`src/rtl/sha256_msg_schedule_if.sv`:
```
// rtl/sha256_msg_schedule_if.sv - block-in / word-out handshake bundle for the SHA-256 message schedule
interface sha256_msg_schedule_if;
    logic         blk_valid;
    logic         blk_ready;
    logic [511:0] blk_data;
    logic         w_valid;
    logic         w_ready;
    logic [31:0]  w_out;
    logic [31:0]  k_out;
    logic [5:0]   round_out;
    logic         w_last;

    modport slave (
        input  blk_valid, blk_data, w_ready,
        output blk_ready, w_valid, w_out, k_out, round_out, w_last
    );

    modport master (
        output blk_valid, blk_data, w_ready,
        input  blk_ready, w_valid, w_out, k_out, round_out, w_last
    );
endinterface

```
`src/rtl/sha256_msg_schedule.sv`:
```
// rtl/sha256_msg_schedule.sv - SHA-256 message schedule, 16-word sliding window emitting W_t/K_t per round
// Optional macro SHA256_SCHED_OVERLAP_EN: accept the next block on the final word for zero-bubble streaming.
module sha256_msg_schedule #(
    parameter int ROUNDS = 64
) (
    input  logic                      clk,
    input  logic                      rst_n,
    sha256_msg_schedule_if.slave      bus
);

    localparam logic [5:0] LAST_T = 6'(ROUNDS - 1);

    localparam logic [31:0] K_TABLE [64] = '{
        32'h428a2f98, 32'h71374491, 32'hb5c0fbcf, 32'he9b5dba5,
        32'h3956c25b, 32'h59f111f1, 32'h923f82a4, 32'hab1c5ed5,
        32'hd807aa98, 32'h12835b01, 32'h243185be, 32'h550c7dc3,
        32'h72be5d74, 32'h80deb1fe, 32'h9bdc06a7, 32'hc19bf174,
        32'he49b69c1, 32'hefbe4786, 32'h0fc19dc6, 32'h240ca1cc,
        32'h2de92c6f, 32'h4a7484aa, 32'h5cb0a9dc, 32'h76f988da,
        32'h983e5152, 32'ha831c66d, 32'hb00327c8, 32'hbf597fc7,
        32'hc6e00bf3, 32'hd5a79147, 32'h06ca6351, 32'h14292967,
        32'h27b70a85, 32'h2e1b2138, 32'h4d2c6dfc, 32'h53380d13,
        32'h650a7354, 32'h766a0abb, 32'h81c2c92e, 32'h92722c85,
        32'ha2bfe8a1, 32'ha81a664b, 32'hc24b8b70, 32'hc76c51a3,
        32'hd192e819, 32'hd6990624, 32'hf40e3585, 32'h106aa070,
        32'h19a4c116, 32'h1e376c08, 32'h2748774c, 32'h34b0bcb5,
        32'h391c0cb3, 32'h4ed8aa4a, 32'h5b9cca4f, 32'h682e6ff3,
        32'h748f82ee, 32'h78a5636f, 32'h84c87814, 32'h8cc70208,
        32'h90befffa, 32'ha4506ceb, 32'hbef9a3f7, 32'hc67178f2
    };

    typedef enum logic {
        IDLE,
        RUN
    } state_t;

    state_t      state_q, state_d;
    logic [5:0]  t_q, t_d;
    logic [31:0] win_q [16];
    logic [31:0] win_d [16];

    logic        last_word;
    logic        blk_ready_c;
    logic        blk_hs;
    logic        w_hs;
    logic [31:0] w_new;

    function automatic logic [31:0] sig0(input logic [31:0] x);
        return {x[6:0], x[31:7]} ^ {x[17:0], x[31:18]} ^ (x >> 3);
    endfunction

    function automatic logic [31:0] sig1(input logic [31:0] x);
        return {x[16:0], x[31:17]} ^ {x[18:0], x[31:19]} ^ (x >> 10);
    endfunction

    always_comb begin
        last_word = (state_q == RUN) && (t_q == LAST_T);
`ifdef SHA256_SCHED_OVERLAP_EN
        blk_ready_c = (state_q == IDLE) || (last_word && bus.w_ready);
`else
        blk_ready_c = (state_q == IDLE);
`endif
        w_hs   = (state_q == RUN) && bus.w_ready;
        blk_hs = bus.blk_valid && blk_ready_c;
        // 32-bit sum wraps naturally; carries out of bit 31 are dropped
        w_new  = sig1(win_q[14]) + win_q[9] + sig0(win_q[1]) + win_q[0];

        state_d = state_q;
        t_d     = t_q;
        win_d   = win_q;

        // a block load takes priority over the final shift when blocks overlap
        if (blk_hs) begin
            for (int i = 0; i < 16; i++) begin
                win_d[i] = bus.blk_data[511 - 32*i -: 32];
            end
            t_d     = 6'd0;
            state_d = RUN;
        end else if (w_hs) begin
            for (int i = 0; i < 15; i++) begin
                win_d[i] = win_q[i+1];
            end
            win_d[15] = w_new;
            t_d       = t_q + 6'd1;
            if (last_word) begin
                state_d = IDLE;
            end
        end
    end

    always_ff @(posedge clk or negedge rst_n) begin
        if (!rst_n) begin
            state_q <= IDLE;
            t_q     <= 6'd0;
            for (int i = 0; i < 16; i++) begin
                win_q[i] <= 32'd0;
            end
        end else begin
            state_q <= state_d;
            t_q     <= t_d;
            for (int i = 0; i < 16; i++) begin
                win_q[i] <= win_d[i];
            end
        end
    end

    assign bus.blk_ready = blk_ready_c;
    assign bus.w_valid   = (state_q == RUN);
    assign bus.w_out     = win_q[0];
    assign bus.k_out     = K_TABLE[t_q];
    assign bus.round_out = t_q;
    assign bus.w_last    = last_word;

endmodule

```
`src/flat_wrapper.sv`:
```
// flat-port wrapper written by rule: the top's interface ports become plain ports
module sha256_msg_schedule_flat 
#(
    parameter int ROUNDS = 64
)
  (clk, rst_n, bus_blk_valid, bus_blk_data, bus_w_ready, bus_blk_ready, bus_w_valid, bus_w_out, bus_k_out, bus_round_out, bus_w_last);
  sha256_msg_schedule_if bus_i ();
  input  logic clk;
  input  logic rst_n;
  input wire logic [$bits(bus_i.blk_valid)-1:0] bus_blk_valid;
  input wire logic [$bits(bus_i.blk_data)-1:0] bus_blk_data;
  input wire logic [$bits(bus_i.w_ready)-1:0] bus_w_ready;
  output wire logic [$bits(bus_i.blk_ready)-1:0] bus_blk_ready;
  output wire logic [$bits(bus_i.w_valid)-1:0] bus_w_valid;
  output wire logic [$bits(bus_i.w_out)-1:0] bus_w_out;
  output wire logic [$bits(bus_i.k_out)-1:0] bus_k_out;
  output wire logic [$bits(bus_i.round_out)-1:0] bus_round_out;
  output wire logic [$bits(bus_i.w_last)-1:0] bus_w_last;
  assign bus_i.blk_valid = bus_blk_valid;
  assign bus_i.blk_data = bus_blk_data;
  assign bus_i.w_ready = bus_w_ready;
  assign bus_blk_ready = bus_i.blk_ready;
  assign bus_w_valid = bus_i.w_valid;
  assign bus_w_out = bus_i.w_out;
  assign bus_k_out = bus_i.k_out;
  assign bus_round_out = bus_i.round_out;
  assign bus_w_last = bus_i.w_last;
  sha256_msg_schedule #(.ROUNDS(ROUNDS)) u_core (.clk(clk), .rst_n(rst_n), .bus(bus_i));
endmodule
```
`config.mk`:
```
export PLATFORM = sky130hd
export DESIGN_NAME = sha256_msg_schedule_flat
export DESIGN_NICKNAME = d
export VERILOG_FILES = /design/src/rtl/sha256_msg_schedule_if.sv /design/src/rtl/sha256_msg_schedule.sv /design/src/flat_wrapper.sv
export SDC_FILE = /design/constraint.sdc
export NUM_CORES = 1
export LEC_CHECK = 0
export BUFFER_PORTS_ARGS = -buffer_cell sky130_fd_sc_hd__buf_2
export CAP_MARGIN = 20
export CELL_PAD_IN_SITES_DETAIL_PLACEMENT = 0
export CELL_PAD_IN_SITES_GLOBAL_PLACEMENT = 1
export CORE_MARGIN = 4
export CORE_UTILIZATION = 42
export CTS_BUF_LIST = sky130_fd_sc_hd__clkbuf_2 sky130_fd_sc_hd__clkbuf_4 sky130_fd_sc_hd__clkbuf_8
export DETAILED_ROUTE_END_ITERATION = 7
export MAX_ROUTING_LAYER = met4
export PLACE_DENSITY_LB_ADDON = 0.08
export SKIP_CTS_REPAIR_TIMING = 1
export SLEW_MARGIN = 0
export SYNTH_ARGS = -nofsm -noshare
export SYNTH_HDL_FRONTEND = slang
export SYNTH_SLANG_ARGS = --single-unit
```
`constraint.sdc`:
```
create_clock -name clk -period 5.5 [get_ports clk]
set_input_delay 1.1 -clock clk [delete_from_list [all_inputs] [get_ports clk]]
set_output_delay 1.1 -clock clk [all_outputs]
set_load 0.05 [all_outputs]
```
# Word level (Yosys, flattened, before mapping)
# Memories as Yosys holds them, arrays and structs flattened.
# Index checks and enable logic that the tools add are counted.
[classes]
n_addsub = 4
n_lt_le_gt_ge = 1
n_eq_ne = 1
muxes = 9
bitwise = 6
reduce_logical = 6
[op_table]
columns = ["cell", "n"]
rows = [
  ["512-bit 2-to-1 mux", 2],
  ["32-bit adder", 3],
  ["32-bit 2-to-1 mux", 2],
  ["32-bit XOR", 2],
  ["32-bit by 22-bit XOR with 32-bit output", 1],
  ["32-bit by 29-bit XOR with 32-bit output", 1],
  ["6-bit 2-to-1 mux", 2],
  ["7-bit >= comparator, second input constant", 1],
  ["6-bit inverter with 7-bit output", 1],
  ["6-bit by 1-bit adder with 6-bit output, second input constant", 1],
  ["6-bit equality test, second input constant", 1],
  ["2-bit nonzero test", 2],
  ["1-bit logical AND", 3],
  ["1-bit 2-to-1 mux", 3],
  ["2-bit AND reduction", 1],
  ["1-bit inverter", 1],
]
[word_totals]
register_bits = 519
mem_bits_ro = 2048
out_inout_bits = 73
word_cells = 46
mem_count = 1
[mem_list]
columns = ["name", "depth", "width", "read_ports", "rd_ports_with_merged_regs", "wr", "line", "rtl"]
rows = [
  ["(no name shown)", 64, 32, 1, 0, 0, "sha256_msg_schedule.sv:110", "assign bus.k_out = K_TABLE[t_q];"],
]

# Longest topological paths before layout
# Gate-level depths: netlist of the first run.
[depth]
depth_word = 7
ltp_mapped = 17

# Worst setup path before layout of the first run
# Ideal clock, no wire load.
[synth_timing]
path_type = "register -> output"
startpoint = "reg u_core.t_q[0] (netlist: u_core.bus.round_out[0])"
endpoint = "out bus_k_out[10]"
arrival_time_ns = 3.561
t_required_ns = 4.400
slack_ns = 0.839
path_stages_with_launch = 11
path_buffers = 2
cell_sequence = "dfrtp_1 -> clkbuf_1 -> clkinv_1 -> ha_1 -> clkbuf_1 -> nand2_1 -> o21ai_0 -> nor2_1 -> a311oi_1 -> a21oi_1 -> o21ai_0"
[synth_via]
elab_chain_cells = 4
[synth_rtl]
columns = ["element", "line", "rtl"]
rows = [
  ["from (decl)", "sha256_msg_schedule.sv:38", "logic [5:0] t_q, t_d;"],
  ["from (signal assigned)", "sha256_msg_schedule.sv:100", "t_q <= t_d;"],
  ["6-bit inverter with 7-bit output (implied by the code)", "sha256_msg_schedule.sv:110", ""],
  ["memory 64 x 32 bit", "n/a", ""],
  ["32-bit 2-to-1 mux (implied by the code) (2 in series)", "sha256_msg_schedule.sv:110", ""],
  ["to (decl)", "flat_wrapper.sv:16", "output wire logic [$bits(bus_i.k_out)-1:0] bus_k_out;"],
]
# Every way passes these cells. The select of a mux whose other input is x is not followed.

# Worst setup path after layout of the first run
[layout_timing]
startpoint = "reg u_core.t_q[1] (netlist: u_core.bus.round_out[1])"
endpoint = "out bus_k_out[28]"
# Same word-level chain as after synthesis.

==> results.toml, run 1 <==
[worst_setup_path]
worstPathMaxFanout = 19
cp.arrival_ns = 3.58
cp.buffers_inverters = 2
startpoint_type = "flop"
cpMaxStageDelayCell = "ha_1"
cp_cell_sequence = "buf_4 > ha_1 > nor2_1 > nand2_1 > nand3_1 > nand3_1 > o21ai_0 > o21ai_0 > buf_2"
cp.required_ns = 4.40
crit_type = "flop to output port"
end_kind = "output port"
slowest_delay_ns = 0.54
crit_family = "simple AND/OR/NAND/NOR gates"

[sta]
setup_viol = 0
tns_ns = 0
period_minus_slack_ns = 4.68
hold_violations = 0
tightest_slew_ns = 1.03
rsz0062_at_grt = "no"
timing.slew.headroom_pct = 31.5
fmax_ghz = 0.214
skew_ns = 0.0559
timing.final.crit_share_pct = 85.1
drv_slew = 0

[grt]
overflow = 0
grt_first_pass_wirelength_um = 191000
grt_pass1_vias = 29100
grt_usage_pct = 33.8
grt_max_degree = 250
grt_antenna_before_repair = 21

[placed_design]
hpwl_um = 98300
gp_congestion = 0.962
dp.cells = 5153
port_buffers = 588

[clock_network]
cts-root-buf = "clkbuf_8"
clk_latency_ns = 0.74
clkTransAtPathRegs_ns = 0.07
h-tree-depth = 3
clock_path_buffers = 3
clock_sinks = 519
cts_tree = "done"
cts_made_buffers = 91

[synthesis]
synthFlopType = "dfrtp_1"
synth_area_leaders = "dfrtp_1 (42%), nand2_1 (13%), a31oi_1 (10%)"
netlist.area_leader.share_pct = 42.3
synth_area_mm2 = 0.0307
synth-edff-count = 0
synth_nets = 4558
synth_cell_types = 67
yosysTopAreaCell = "dfrtp_1"
synth_cells = 3932
ys_ff_latch = 519
avgSynthCellArea_um2 = 7.80
yosysSeqAreaShare_pct = 42.3
async_reset_ff_share_pct = 100
ys_warn_count = 0

[final_layout]
multi_input_area_mm2 = 0.0156
n_fill_cell = 7283
layout.cells.non_filler = 5336
final_nets = 4922
drive_gt1_share_pct = 19.5
syn2layout_area_growth_pct = 17.8
register_area_mm2 = 0.0130

[job]
max-cap-violations = 0

[die]
die_h_um = 278
initial_core_util_pct = 42.6
die_w_um = 278
fp.coreArea_mm2 = 0.0720
die_area_mm2 = 0.0774
row_count = 98
io_pins = 589

[power]
leakage_nw = 17.1
power_density_mw_per_mm2 = 751
max-vdd-ir-drop_mv = 0.643

[min_path]
hp-class = "input port to async pin"

[drt]
drtPass1Iterations = 7
wl_um = 132000
drc_errors = 0
via_per_inst = 5.60
wire_per_inst_um = 24.8
ant_nets = 0
via_count = 29900
drtIter0Drc = 3262

[run_status]
outcome = "finished clean"
## routing by layer
layer	GRT usage (%)	vias up	wire length, µm
li1	-	13900	-
met1	46.0	14600	56900
met2	50.2	1197	60200
met3	5.86	255	9190
met4	14.2	0	5810
met5	-	-	0
## logic make-up after synthesis
logic type | after synthesis | synth area share (%)
xor+xnor | 147 | 4.20
simple gates | 1732 | 21.7
mux | 18 | 0.897
fa+ha+maj | 110 | 6.00
flops | 519 | 42.3
compound gates | 879 | 18.0
buf+inv | 527 | 6.86
## sequential cells by signal, summed over array words and instances (netlist names)
| name | cells |
|---|---|
| u_core.bus.w_valid | 1 |
| u_core.bus.w_out | 32 |
| u_core.bus.round_out | 6 |
| u_core.win_q | 480 |
## final timing paths
path                                               from  cells past startpoint  slack [ns]            endpoint
min in group clk                      u_core.win_q[238]                      2        0.51   u_core.win_q[270]
worst max-delay path            u_core.bus.round_out[1]                      9        0.82       bus_k_out[28]
max in group asynchronous                         rst_n                      2        3.67    u_core.win_q[95]
worst min register to register        u_core.win_q[238]                      2        0.51   u_core.win_q[270]
worst min-delay path                              rst_n                      1        0.47  u_core.bus.w_valid
worst max register to register        u_core.win_q[456]                     14        0.85    u_core.win_q[27]
## where the power goes
group          switching [mW]  internal (mW)  total (mW)
registers                1.20           4.83        6.04
clock network            1.79           2.34        4.13
logic                    10.8           6.19        17.0
## cell type report
cell class              count  area share (%)
multi-input cells        2886            43.2
flip-flops and latches    519            36.0
repair buffers            654            10.1
clock buffers             149            5.23
well taps                 950            3.29
inverters                 144            1.50
clock inverters            13           0.616
diodes                     21           0.145
## cells in the mapped netlist (32+ instances only)
library cell	count
nor2_1	578
fa_1	62
ha_1	48
inv_1	142
dfrtp_1	519
o21ai_0	102
clkbuf_1	320
buf_4	32
a31oi_1	496
xnor2_1	126
a21oi_1	128
nand2_1	1071
## stage by stage
step                      power, mW  instance area [µm²]  util (%)  setup slack (ns)  hold slack (ns)
after floorplan                17.7                30700         -             0.839            0.473
after global placement         22.9                34000      47.2             0.983            0.501
after detailed placement       22.8                34000      47.2             0.941            0.508
after CTS                      27.1                36100      50.1             0.846            0.493
after global routing           29.0                36100      50.2             0.687            0.519
final                          27.1                36100      50.2             0.820            0.475
## layout by cell type (no fill, tap or decap), types with 8 or more instances in the layout
master and count:
a21oi_1 128, nand2b_1 8, buf_4 51, a31oi_1 496, o211ai_1 25, nand3_1 27
a211oi_1 17, clkbuf_4 26, mux2i_1 8, nor3_1 20, o311ai_0 8, buf_2 587
diode_2 21, dfrtp_1 515, o22ai_1 12, clkbuf_8 123, inv_1 142, o21ai_0 102
nor2_1 578, ha_1 48, xnor2_1 126, fa_1 62, xor2_1 21, a21o_1 19
buf_12 15, nand2_1 1069
No activity file was read; power rests on OpenSTA's default activity.
==> run 2, diff against run 1 <==
--- a/config.mk
+++ b/config.mk
@@ -10,8 +10,7 @@
 export CELL_PAD_IN_SITES_DETAIL_PLACEMENT = 0
 export CELL_PAD_IN_SITES_GLOBAL_PLACEMENT = 1
 export CORE_MARGIN = 4
-export CORE_UTILIZATION = 42
-export CTS_BUF_LIST = sky130_fd_sc_hd__clkbuf_2 sky130_fd_sc_hd__clkbuf_4 sky130_fd_sc_hd__clkbuf_8
+export CORE_UTILIZATION = 41
 export DETAILED_ROUTE_END_ITERATION = 7
 export MAX_ROUTING_LAYER = met4
 export PLACE_DENSITY_LB_ADDON = 0.08
==> results.toml, run 2 (synthesized netlist as in run 1, its figures left out) <==
[grt]
grt_pass1_vias = 28700
overflow = 0
grt_antenna_before_repair = 28
met3_usage_pct = 5.20
busiest_layer = "met2"
grt_max_degree = 257
grt_use_met1_pct = 45.5
grt_usage_pct = 33.4
grt_first_pass_wirelength_um = 191000
use_met2_pct = 51.4

[drt]
via_per_inst = 5.61
wire_per_inst_um = 25.1
via_count = 29800
drc_errors = 0
drtIter0Drc = 3207
wl_um = 133000
drtPass1Iterations = 6
ant_nets = 0

[power]
power_density_mw_per_mm2 = 755
power_mw = 27.2
max-vdd-ir-drop_mv = 0.519
leakage_nw = 17.0

[final_layout]
fin_util_pct = 48.5
final_nets = 4891
syn2layout_area_growth_pct = 17.6
final_common_cell = "nand2_1"
stdcell_area_mm2 = 0.0361
layout.cells.non_filler = 5306
drive_gt1_share_pct = 18.2
largest_reg_flops = 480
multi_input_area_mm2 = 0.0156
regMostFlops = "u_core.win_q"
register_area_mm2 = 0.0130
n_fill_cell = 7684
mostFrequentLayoutCells = "nand2_1 (1,069), buf_2 (587), nor2_1 (578)"

[worst_setup_path]
cp.arrival_ns = 5.18
end_kind = "flop"
crit_type = "flop to flop"
startpoint = "u_core.win_q[456]"
timing.rr.start = "u_core.win_q[456]"
cp.required_ns = 6.04
worstPathMaxFanout = 5
startpoint_type = "flop"

[sta]
tns_ns = 0
timing.final.crit_share_pct = 84.4
setup_viol = 0
setup_slack_ns = 0.860
hold_violations = 0
drv_slew = 0
fmax_ghz = 0.216
period_minus_slack_ns = 4.64
tightest_slew_ns = 1.21
hold-worst-slack_ns = 0.487
rsz0062_at_grt = "no"
skew_ns = 0.0407
timing.slew.headroom_pct = 19.6

[clock_network]
clock_sinks = 519
cts_made_buffers = 58
clk_latency_ns = 0.64
h-tree-depth = 2
clkTransAtPathRegs_ns = 0.09
cts_tree = "done"
cts-root-buf = "clkbuf_16"
clock_path_buffers = 3

[die]
fp.coreArea_mm2 = 0.0743
die_area_mm2 = 0.0793
die_h_um = 282
row_count = 100
initial_core_util_pct = 41.3
die_w_um = 282
io_pins = 589

[placed_design]
place_ws_ns = 0.942
port_buffers = 588
gp_congestion = 0.965
dp.cells = 5174
hpwl_um = 99500
dpl_cell_area_mm2 = 0.0340

[min_path]
hp-class = "input port to async pin"

[job]
max-cap-violations = 0

[run_status]
outcome = "finished clean"
run 2: cell count changes in the layout (fill, tap and decap cells not counted), moves of 2 or more:
cell,delta
clkbuf_4,-26
clkinvlp_4,+2
bufinv_16,+3
clkbuf_1,+9
clkbuf_8,-110
buf_4,+2
clkbuf_16,+58
clkinv_2,+7
diode_2,+8
clkinv_8,-2
clkinv_4,+2
run 2: final cells by class:
type / count / share of cell area, %
antenna: 29 / 0.201
timing repair buffer: 656 / 10.1
clock inverter: 23 / 0.923
inverter: 144 / 1.50
clock buffer: 80 / 4.61
sequential: 519 / 36.0
tap: 969 / 3.36
multi-input combinational: 2886 / 43.3
run 2: where the power goes:
part	internal (mW)	switching [mW]	total, mW
clock	2.40	1.72	4.12
combinational	6.20	10.9	17.1
sequential	4.83	1.20	6.04
total	13.4	13.8	27.2
run 2: per-layer routing:
layer  up-vias  share of wire [%]
li1      13800                  -
met1     14700                 43
met2      1059                 47
met3       187                6.6
met4         0                3.5
met5         -                  0
run 2: final timing paths:
path | to | slack, ns | cells past startpoint
max | u_core.win_q[27] | 0.86 | 14
min | u_core.bus.w_valid | 0.49 | 1
max reg2reg | u_core.win_q[27] | 0.86 | 14
min reg2reg | u_core.win_q[447] | 0.53 | 2
max in group asynchronous | u_core.win_q[248] | 3.77 | 2
min in group clk | u_core.win_q[447] | 0.53 | 2
run 2: worst max-delay path: stages, from the launching register on:
cell,delay [ns]
dfrtp_1,0.46
xnor2_1,0.17
xnor2_1,0.45
fa_1,0.53
fa_1,0.46
ha_1,0.24
fa_1,0.48
a211oi_1,0.30
o21ai_2,0.14
o2111ai_2,0.30
o211a_1,0.28
o21ai_2,0.11
a21oi_2,0.22
mux2_4,0.32
o22ai_2,0.10
